<file path="src/rtl/if_predec.sv">
// Fetch-word predecoder: splits 32-bit fetch words into 16/32-bit instructions,
// carrying a leftover halfword across words, and flags jal/jalr/branch with offsets.
module if_predec #(
  parameter int unsigned PC_SIZE = 32,
  parameter int unsigned RVC_EN  = 1
) (
  input  logic               clk,
  input  logic               rst_n,
  input  logic               i_valid,
  output logic               i_ready,
  input  logic [31:0]        i_data,
  input  logic [PC_SIZE-1:0] i_pc,
  input  logic               i_flush,
  output logic               o_valid,
  input  logic               o_ready,
  output logic [31:0]        o_ir,
  output logic [PC_SIZE-1:0] o_pc,
  output logic               o_if32,
  output logic               o_jal,
  output logic               o_jalr,
  output logic               o_bxx,
  output logic               o_ifj,
  output logic [31:0]        o_bjp_imm,
  output logic [4:0]         o_jalr_rs1_idx
);

  typedef enum logic [0:0] {EMPTY = 1'b0, HALF = 1'b1} state_t;

  typedef struct packed {
    logic        if32;
    logic        jal;
    logic        jalr;
    logic        bxx;
    logic [31:0] imm;
    logic [4:0]  rs1;
  } dec_t;

  // Branch/jump predecode of one instruction; all fields zero when nothing matches.
  function automatic dec_t decode(input logic [31:0] ir);
    dec_t d;
    d = '0;
    if ((ir[1:0] == 2'b11) || (RVC_EN == 0)) begin
      d.if32 = 1'b1;
      case (ir[6:0])
        7'b1101111: begin
          d.jal = 1'b1;
          d.imm = {{12{ir[31]}}, ir[19:12], ir[20], ir[30:21], 1'b0};
        end
        7'b1100111: begin
          d.jalr = 1'b1;
          d.imm  = {{20{ir[31]}}, ir[31:20]};
          d.rs1  = ir[19:15];
        end
        7'b1100011: begin
          d.bxx = 1'b1;
          d.imm = {{20{ir[31]}}, ir[7], ir[30:25], ir[11:8], 1'b0};
        end
        default: d = d;
      endcase
    end else begin
      case ({ir[1:0], ir[15:13]})
        5'b01_101, 5'b01_001: begin
          d.jal = 1'b1;
          d.imm = {{21{ir[12]}}, ir[8], ir[10:9], ir[6], ir[7], ir[2], ir[11], ir[5:3], 1'b0};
        end
        5'b01_110, 5'b01_111: begin
          d.bxx = 1'b1;
          d.imm = {{24{ir[12]}}, ir[6:5], ir[2], ir[11:10], ir[4:3], 1'b0};
        end
        5'b10_100: begin
          if ((ir[6:2] == 5'd0) && (ir[11:7] != 5'd0)) begin
            d.jalr = 1'b1;
            d.rs1  = ir[11:7];
          end else begin
            d.jalr = 1'b0;
          end
        end
        default: d = d;
      endcase
    end
    return d;
  endfunction

  state_t               state_q, state_d;
  logic [15:0]          lo_q, lo_d;
  logic [PC_SIZE-1:0]   lo_pc_q, lo_pc_d;
  logic                 load_en;
  logic                 lo_is32;
  logic                 accept;
  logic                 emit;
  logic [31:0]          emit_ir;
  logic [PC_SIZE-1:0]   emit_pc;
  dec_t                 dec;

  logic                 o_valid_q;
  logic [31:0]          o_ir_q;
  logic [PC_SIZE-1:0]   o_pc_q;
  dec_t                 dec_q;
  logic                 ifj_q;

  assign load_en = ~o_valid_q | o_ready;
  assign lo_is32 = (lo_q[1:0] == 2'b11);
  assign i_ready = load_en & ~i_flush & ~((state_q == HALF) & ~lo_is32);
  assign accept  = i_valid & i_ready;

  // Next-state, leftover update and instruction selection.
  always_comb begin
    state_d = state_q;
    lo_d    = lo_q;
    lo_pc_d = lo_pc_q;
    emit    = 1'b0;
    emit_ir = 32'd0;
    emit_pc = '0;
    if (i_flush) begin
      state_d = EMPTY;
      lo_d    = 16'd0;
      lo_pc_d = '0;
    end else if (load_en) begin
      case (state_q)
        EMPTY: begin
          if (!accept) begin
            emit = 1'b0;
          end else if ((RVC_EN == 0) || (!i_pc[1] && (i_data[1:0] == 2'b11))) begin
            emit    = 1'b1;
            emit_ir = i_data;
            emit_pc = i_pc;
          end else if (!i_pc[1]) begin
            emit    = 1'b1;
            emit_ir = {16'd0, i_data[15:0]};
            emit_pc = i_pc;
            lo_d    = i_data[31:16];
            lo_pc_d = i_pc + PC_SIZE'(2);
            state_d = HALF;
          end else begin
            // Odd start: lower halfword is not part of the stream.
            lo_d    = i_data[31:16];
            lo_pc_d = i_pc;
            state_d = HALF;
          end
        end
        HALF: begin
          if (!lo_is32) begin
            emit    = 1'b1;
            emit_ir = {16'd0, lo_q};
            emit_pc = lo_pc_q;
            state_d = EMPTY;
          end else if (accept) begin
            emit    = 1'b1;
            emit_ir = {i_data[15:0], lo_q};
            emit_pc = lo_pc_q;
            lo_d    = i_data[31:16];
            lo_pc_d = i_pc + PC_SIZE'(2);
          end else begin
            emit = 1'b0;
          end
        end
        default: state_d = EMPTY;
      endcase
    end else begin
      emit = 1'b0;
    end
  end

  assign dec = emit ? decode(emit_ir) : '0;

  // State and leftover halfword registers.
  always_ff @(posedge clk or negedge rst_n) begin
    if (!rst_n) begin
      state_q <= EMPTY;
      lo_q    <= 16'd0;
      lo_pc_q <= '0;
    end else begin
      state_q <= state_d;
      lo_q    <= lo_d;
      lo_pc_q <= lo_pc_d;
    end
  end

  // Output register: loads when downstream can take it, cleared by flush.
  always_ff @(posedge clk or negedge rst_n) begin
    if (!rst_n) begin
      o_valid_q <= 1'b0;
      o_ir_q    <= 32'd0;
      o_pc_q    <= '0;
      dec_q     <= '0;
      ifj_q     <= 1'b0;
    end else if (i_flush) begin
      o_valid_q <= 1'b0;
    end else if (load_en) begin
      o_valid_q <= emit;
      o_ir_q    <= emit_ir;
      o_pc_q    <= emit_pc;
      dec_q     <= dec;
      ifj_q     <= dec.jal | dec.jalr | dec.bxx;
    end
  end

  assign o_valid        = o_valid_q;
  assign o_ir           = o_ir_q;
  assign o_pc           = o_pc_q;
  assign o_if32         = dec_q.if32;
  assign o_jal          = dec_q.jal;
  assign o_jalr         = dec_q.jalr;
  assign o_bxx          = dec_q.bxx;
  assign o_ifj          = ifj_q;
  assign o_bjp_imm      = dec_q.imm;
  assign o_jalr_rs1_idx = dec_q.rs1;

endmodule

</file>
<file path="config.mk">
export PLATFORM = sky130hd
export DESIGN_NAME = if_predec
export DESIGN_NICKNAME = d
export VERILOG_FILES = /design/src/rtl/if_predec.sv
export SDC_FILE = /design/constraint.sdc
export NUM_CORES = 1
export LEC_CHECK = 0
export ABC_AREA = 1
export ABC_CLOCK_PERIOD_IN_PS = 2100
export CORE_ASPECT_RATIO = 0.5
export CORE_MARGIN = 2
export CORE_UTILIZATION = 40
export CTS_CLUSTER_SIZE = 12
export DETAILED_ROUTE_END_ITERATION = 6
export GPL_ROUTABILITY_DRIVEN = 0
export GPL_TIMING_DRIVEN = 1
export PLACE_DENSITY_LB_ADDON = 0.25
export SKIP_LAST_GASP = 1
export SLEW_MARGIN = 20
export SYNTH_ARGS = -nofsm -noshare
export SYNTH_HDL_FRONTEND = slang
export SYNTH_SLANG_ARGS = --single-unit
export TNS_END_PERCENT = 100
</file>
<file path="constraint.sdc">
create_clock -name clk -period 2.1 [get_ports clk]
set_input_delay 0.525 -clock clk [delete_from_list [all_inputs] [get_ports clk]]
set_output_delay 0.525 -clock clk [all_outputs]
set_load 0.02 [all_outputs]
</file>
==> results.sh <==
export IMPL_cts_hold_buffers_added=0
export IMPL_ys_seq_elements=145
export IMPL_power_ir_vdd_worst_uv=622
export IMPL_ant_nets=0
export IMPL_relative_area_change_from_synthesis_to_final_layout_pct=59.5
export IMPL_first_global_vias=8574
export IMPL_finalCriticalPeriod_ns=2.13
export IMPL_hold_slack_ns=0.00862
export IMPL_critical_path_max_fanout=7
export IMPL_synthDistinctLibCells=43
export IMPL_clock_sinks=145
export IMPL_worst_setup_path_start_kind="flip-flop"
export IMPL_cts_path_max_buffers=2
export IMPL_clk_latency_ns=0.44
export IMPL_max_clock_freq_ghz=0.469
export IMPL_power_per_cell_area_nw_per_um2=649
export IMPL_yosys_warnings=0
export IMPL_grt_pass1_wl_um=43800
export IMPL_drt_pre_antenna_iters=5
export IMPL_run_status="finished with violations"
export IMPL_synth_top_family_by_area="simple AND/OR/NAND/NOR gates"
export IMPL_vias=8941
export IMPL_die_area_sq_um=21200
export IMPL_violations="setup timing"
export IMPL_worstSetupEndpointType="flip-flop"
export IMPL_final_hold_violation_count=0
export IMPL_synth_top_cells_by_area="sky130_fd_sc_hd__dfrtp_1 (45%), sky130_fd_sc_hd__nand2_1 (17%), sky130_fd_sc_hd__o21ai_0 (4.8%)"
export IMPL_filler_cell_count=1610
export IMPL_initial_utilization_pct=41.0
export IMPL_minimum_setup_slack_in_the_final_design_ns=-0.0313
export IMPL_synth_edf_count=0
export IMPL_wp_data_required_ns=2.48
export IMPL_synth_top_cells_by_count="sky130_fd_sc_hd__nand2_1 (359), sky130_fd_sc_hd__dfrtp_1 (145), sky130_fd_sc_hd__inv_1 (89)"
export IMPL_max_slew_margin_pct=68.3
export IMPL_min_delay_path_class="input port to async pin"
export IMPL_tritoncts_num_buffers=17
export IMPL_maximum_number_of_pins_on_one_net_before_global_route_repair=46
export IMPL_synthDominantAreaCellType="sky130_fd_sc_hd__dfrtp_1"
export IMPL_post_synth_cell_area_avg_sq_um=7.57
export IMPL_yosys_area_top_type_share_pct=45.4
export IMPL_io_pins=177
export IMPL_synthesis_area_sq_um=7990
export IMPL_drt_vias_per_instance=5.26
export IMPL_fin_crit_sh_pct=101
export IMPL_post_route_util_pct=65.4
export IMPL_buffer_ports_inserted=176
export IMPL_synthesis_nets=1127
export IMPL_synth_sequential_area_ratio_pct=45.4
export IMPL_diodes=0
export IMPL_drive_gt1_share_pct=26.0
export IMPL_post_synth_xor_area_fraction_pct=1.75
export IMPL_timing_final_max_slew_violations=0
export IMPL_chip_width_um=204
export IMPL_core_region_area_sq_um=19500
export IMPL_cp_arrival_ns=2.51
export IMPL_timing_max_cap_violations=0
export IMPL_design_final_nets=1493
export IMPL_detailedRoute_firstIterationViolations=638
export IMPL_row_count=36
export IMPL_clkSlewWorstSetupHoldPaths_ns=0.06
export IMPL_grt_overflow_total=0
export IMPL_critPathKind="flip-flop to flip-flop"
export IMPL_synth_compound_area_share_pct=13.3
export IMPL_post_dp_hpwl_um=20400
export IMPL_wl_per_cell_um=16.8
export IMPL_power_static_leakage_nw=6.34
export IMPL_antenna_violations_before_repair=0
export IMPL_final_setup_viol_count=13
export IMPL_yosys_cell_count_top_type="sky130_fd_sc_hd__nand2_1"
export IMPL_global_route_usage_total_pct=26.2
export IMPL_synthesis_instances=1056
export IMPL_detail_route_wirelength_um=28600
export IMPL_die_h_um=104
export IMPL_drc=0
export IMPL_asyncSetResetFlopFracSynth_pct=100
export IMPL_synthAdderAreaFrac_pct=0.313
export IMPL_yosys_mux_area_fraction_pct=0
export IMPL_synth_main_ff_cell="sky130_fd_sc_hd__dfrtp_1"
export IMPL_cts_root_buffer_cell="sky130_fd_sc_hd__clkbuf_16"
export IMPL_tritoncts="yes"
export IMPL_clock_skews_ns=0.0100
export IMPL_setup_repair_after_global_routing_missed_its_margin="yes"
export IMPL_post_synth_and_or_nand_nor_area_fraction_pct=30.1
export IMPL_tightestPinTransition_ns=0.476
export IMPL_htree_levels=4
==> per-layer routing <==
layer / up-vias / GRT usage [%] / routed length (um)
li1: 4210 / - / -
met1: 4273 / 33.5 / 11800
met2: 389 / 43.3 / 13800
met3: 69 / 5.36 / 2050
met4: 0 / 10.9 / 892
met5: - / 0 / 0
==> cell usage in the layout (no fill, tap or decap), drive strengths merged, types with 16 or more instances in the layout <==
master,instances
nand3,49
xor2,16
clkdlybuf4s50,151
o21ai,93
a31oi,32
nand4,29
dfrtp,145
buf,235
a21oi,21
nor3,39
inv,96
nor2,53
clkbuf,26
nand2,368
==> per-stage QoR <==
step / instance area [sq um] / std cells / TNS (ns) / power (mW) / setup slack, ns
after global routing: 12800 / 1701 / -3.08 / 8.60 / -0.169
after global placement: 11300 / 1633 / -64.59 / 4.98 / -0.768
after CTS: 12100 / 1676 / 0 / 8.16 / 0.000884
after detailed placement: 11300 / 1633 / -68.54 / 5.02 / -0.764
after floorplan: 7990 / 1056 / 0 / 4.03 / 0.0908
final: 12800 / 1701 / -0.179 / 8.28 / -0.0313
==> worst max-delay path, stage by stage (launching register included) <==
cell	delay (ns)
sky130_fd_sc_hd__dfrtp_1	0.43
sky130_fd_sc_hd__a21oi_4	0.24
sky130_fd_sc_hd__buf_6	0.16
sky130_fd_sc_hd__nand4_1	0.07
sky130_fd_sc_hd__nand2_1	0.09
sky130_fd_sc_hd__nand2_1	0.07
sky130_fd_sc_hd__nor2_2	0.16
sky130_fd_sc_hd__nand2_2	0.09
sky130_fd_sc_hd__nor2_4	0.20
sky130_fd_sc_hd__buf_4	0.16
sky130_fd_sc_hd__buf_4	0.10
sky130_fd_sc_hd__nand4_1	0.09
sky130_fd_sc_hd__nand3_1	0.09
sky130_fd_sc_hd__nand2_1	0.07
sky130_fd_sc_hd__nand2_1	0.06
==> registers in the layout, summed over array words and instances (netlist names) <==
signal          cells
o_jalr_rs1_idx      5
o_ifj               1
o_jal               1
o_valid             1
o_jalr              1
lo_q               16
o_bjp_imm          21
o_ir               32
o_if32              1
lo_pc_q            32
o_pc               32
state_q             1
o_bxx               1
==> cell type report <==
type / instances / area (sq um) / share of cell area (%)
Multi-Input combinational cell: 747 / 4030 / 31.6
Timing Repair Buffer: 412 / 3770 / 29.6
Sequential cell: 145 / 3630 / 28.5
Clock buffer: 22 / 454 / 3.56
Inverter: 99 / 400 / 3.14
Tap cell: 266 / 333 / 2.61
Clock inverter: 10 / 135 / 1.06
==> cell families after synthesis <==
kind of cell / after synthesis
and+or+nand+nor: 550
AOI/OAI and AO/OA: 178
buffers and inverters: 165
DFF: 145
xor gates and xnor gates: 16
adders and majority gates: 2
==> path summary, 6_finish.rpt <==
kind,start,endpoint,slack [ns],cells past startpoint
max,o_valid$_DFFE_PN0P_,o_bjp_imm[18]$_DFFE_PN0P_,-0.03,14
min,rst_n,o_pc[19]$_DFFE_PN0P_,0.009,1
max reg2reg,o_valid$_DFFE_PN0P_,o_bjp_imm[18]$_DFFE_PN0P_,-0.03,14
min reg2reg,lo_pc_q[24]$_DFFE_PN0P_,lo_pc_q[24]$_DFFE_PN0P_,0.48,2
max in group asynchronous,rst_n,lo_pc_q[12]$_DFFE_PN0P_,1.51,2
min in group clk,lo_pc_q[24]$_DFFE_PN0P_,lo_pc_q[24]$_DFFE_PN0P_,0.48,2
==> timing repair <==
action	4_1_cts	5_1_grt
pin swaps	12	41
gates resized for setup	46	101
setup endpoints to repair	93	83
gates cloned	1	4
buffers inserted	10	22
==> where the power goes <==
part	total (mW)	internal, mW	switching [mW]
sequential	3.20	3.05	0.150
combinational	1.96	0.878	1.08
clock	3.12	1.89	1.23
total	8.28	5.82	2.46
No activity file was read; power rests on OpenSTA's default activity.
==> edit (same settings) <==
Reset style: synchronous (`rst_n`), changed in 2 clocked blocks.
--- a/src/rtl/if_predec.sv
+++ b/src/rtl/if_predec.sv
@@ -165,5 +165,5 @@
 
   // State and leftover halfword registers.
-  always_ff @(posedge clk or negedge rst_n) begin
+  always_ff @(posedge clk) begin
     if (!rst_n) begin
       state_q <= EMPTY;
@@ -178,5 +178,5 @@
 
   // Output register: loads when downstream can take it, cleared by flush.
-  always_ff @(posedge clk or negedge rst_n) begin
+  always_ff @(posedge clk) begin
     if (!rst_n) begin
       o_valid_q <= 1'b0;
Check against the original RTL: not settled (the Yosys comparison gave no result); the edit may change what the design does.
==> edit against the unedited design <==
- the run still ends with setup timing left
- fmax decreased by 2.9%
- routed wire length decreased by 2.8%
- utilization increased by 2.6 points
- setup slack got worse by 0.064 ns
- area after synthesis decreased by 8.3%
- sequential cell count unchanged
- count of clock-buffer cells in the layout decreased by 2
- first-iteration DRC count increased by 23%
- clock skew decreased by 0.0015 ns
- largest cell class unchanged
- final area decreased by 5.9%
Power is not compared: it rests on default switching activity, and its combinational part moved more than twofold at a synthesized area within 25%.
==> edit: results (changes against the unedited design) <==
| Metric | Value |
|---|---|
| Status | `finished, violations left` |
| Violated checks | `setup timing` |
| Post-Place Setup Slack | `-0.844 ns (-0.0806 ns)` |
| Post-synthesis cell type count | `44 (+2.3%)` |
| Total number of vias | `8955 (+0.16%)` |
| Syn avg cell area | `6.81 µm² (-10%)` |
| Slowest stage cell, crit path | `dfxtp_2` |
| Drt first-iter violations | `784 (+23%)` |
| Sequential area share after synthesis | `39.6% (-5.8 points)` |
| Setup bufs post-CTS | `14 (+4)` |
| Worst Skew | `0.00850 ns (-0.00154 ns)` |
| Average wire per standard cell | `16.6 µm (-0.95%)` |
| Worst setup margin | `-0.0957 ns (-0.0644 ns)` |
| Tot GR Track Use | `27.0% (+0.84 points)` |
| Actual slew at the worst max-slew pin | `0.578 ns (+0.102 ns)` |
| Largest net degree at the start of global routing | `64 (+39%)` |
| Post-cts resize count | `71 (+54%)` |
| Nets | `1494 (+0.067%)` |
| Post-Syn Nets | `1148 (+1.9%)` |
| Layout cells sized above 1 | `27.9% (+2.0 points)` |
| Crit-path max cell delay | `0.34 ns (-0.09 ns)` |
| First-pass GRT wire length | `42000 µm (-4.1%)` |
| Placed cell areas | `10500 µm² (-7.3%)` |
| Predominant post-synthesis flop cell | `dfxtp_1` |
| Vias in the first global route | `8607 (+0.38%)` |
| # setup viols final | `17 (+4)` |
| Hold crit path type | `register to register` |
| Most frequent cells after synthesis | `nand2_1, dfxtp_1, a21oi_1, inv_1, nor2_1` |
| Ys async rst share | `0% (-100 points)` |
| CP arrival | `2.55 ns (+0.04 ns)` |
| Placed Instances | `1600 (-2.0%)` |
edit: cell types whose count changed after synthesis, sizes merged, moves of 9 or more:
cell / change
o211ai: +9
nor3: -25
a31oi: -12
nand2: -128
nand3: +31
clkbuf: +11
dfrtp: -145
nand4: -22
inv: +13
a21oi: +96
dfxtp: +145
nor2: +49
edit: cell families after synthesis:
family | count (synthesis) | synth area share [%]
buffers and inverters | 185 | 10.6
AOI/OAI and AO/OA | 273 | 20.9
and+or+nand+nor | 453 | 26.3
adders and majority gates | 3 | 0.512
DFF | 145 | 39.6
xor gates and xnor gates | 17 | 2.03
edit: worst paths after layout:
kind                                   start                        endpoint  slack (ns)  depth (start not counted)
setup / recovery        lo_q[0]$_SDFFE_PP0P_  o_jalr_rs1_idx[0]$_SDFFE_PN0P_        -0.1                         16
hold / removal    o_bjp_imm[17]$_SDFFE_PN0P_      o_bjp_imm[17]$_SDFFE_PN0P_        0.47                          2
setup reg to reg        lo_q[0]$_SDFFE_PP0P_  o_jalr_rs1_idx[0]$_SDFFE_PN0P_        -0.1                         16
hold reg to reg   o_bjp_imm[17]$_SDFFE_PN0P_      o_bjp_imm[17]$_SDFFE_PN0P_        0.47                          2
edit: routing by layer:
| metal | global-route usage [%] | vias to the layer above | share of wire (%) |
|---|---|---|---|
| li1 | - | 4237 | - |
| met1 | 32.7 | 4234 | 42 |
| met2 | 47.8 | 406 | 49 |
| met3 | 5.49 | 78 | 6.9 |
| met4 | 10.4 | 0 | 2.6 |
| met5 | 0 | - | 0 |
edit: final cells by class:
cell class | count | area [µm²]
sequential | 145 | 2910
tap | 234 | 293
clock inverter | 12 | 205
inverter | 111 | 419
fill | 1386 | 5660
clock buffer | 20 | 447
multi-input combinational | 746 | 4130
timing repair buffer | 401 | 3600
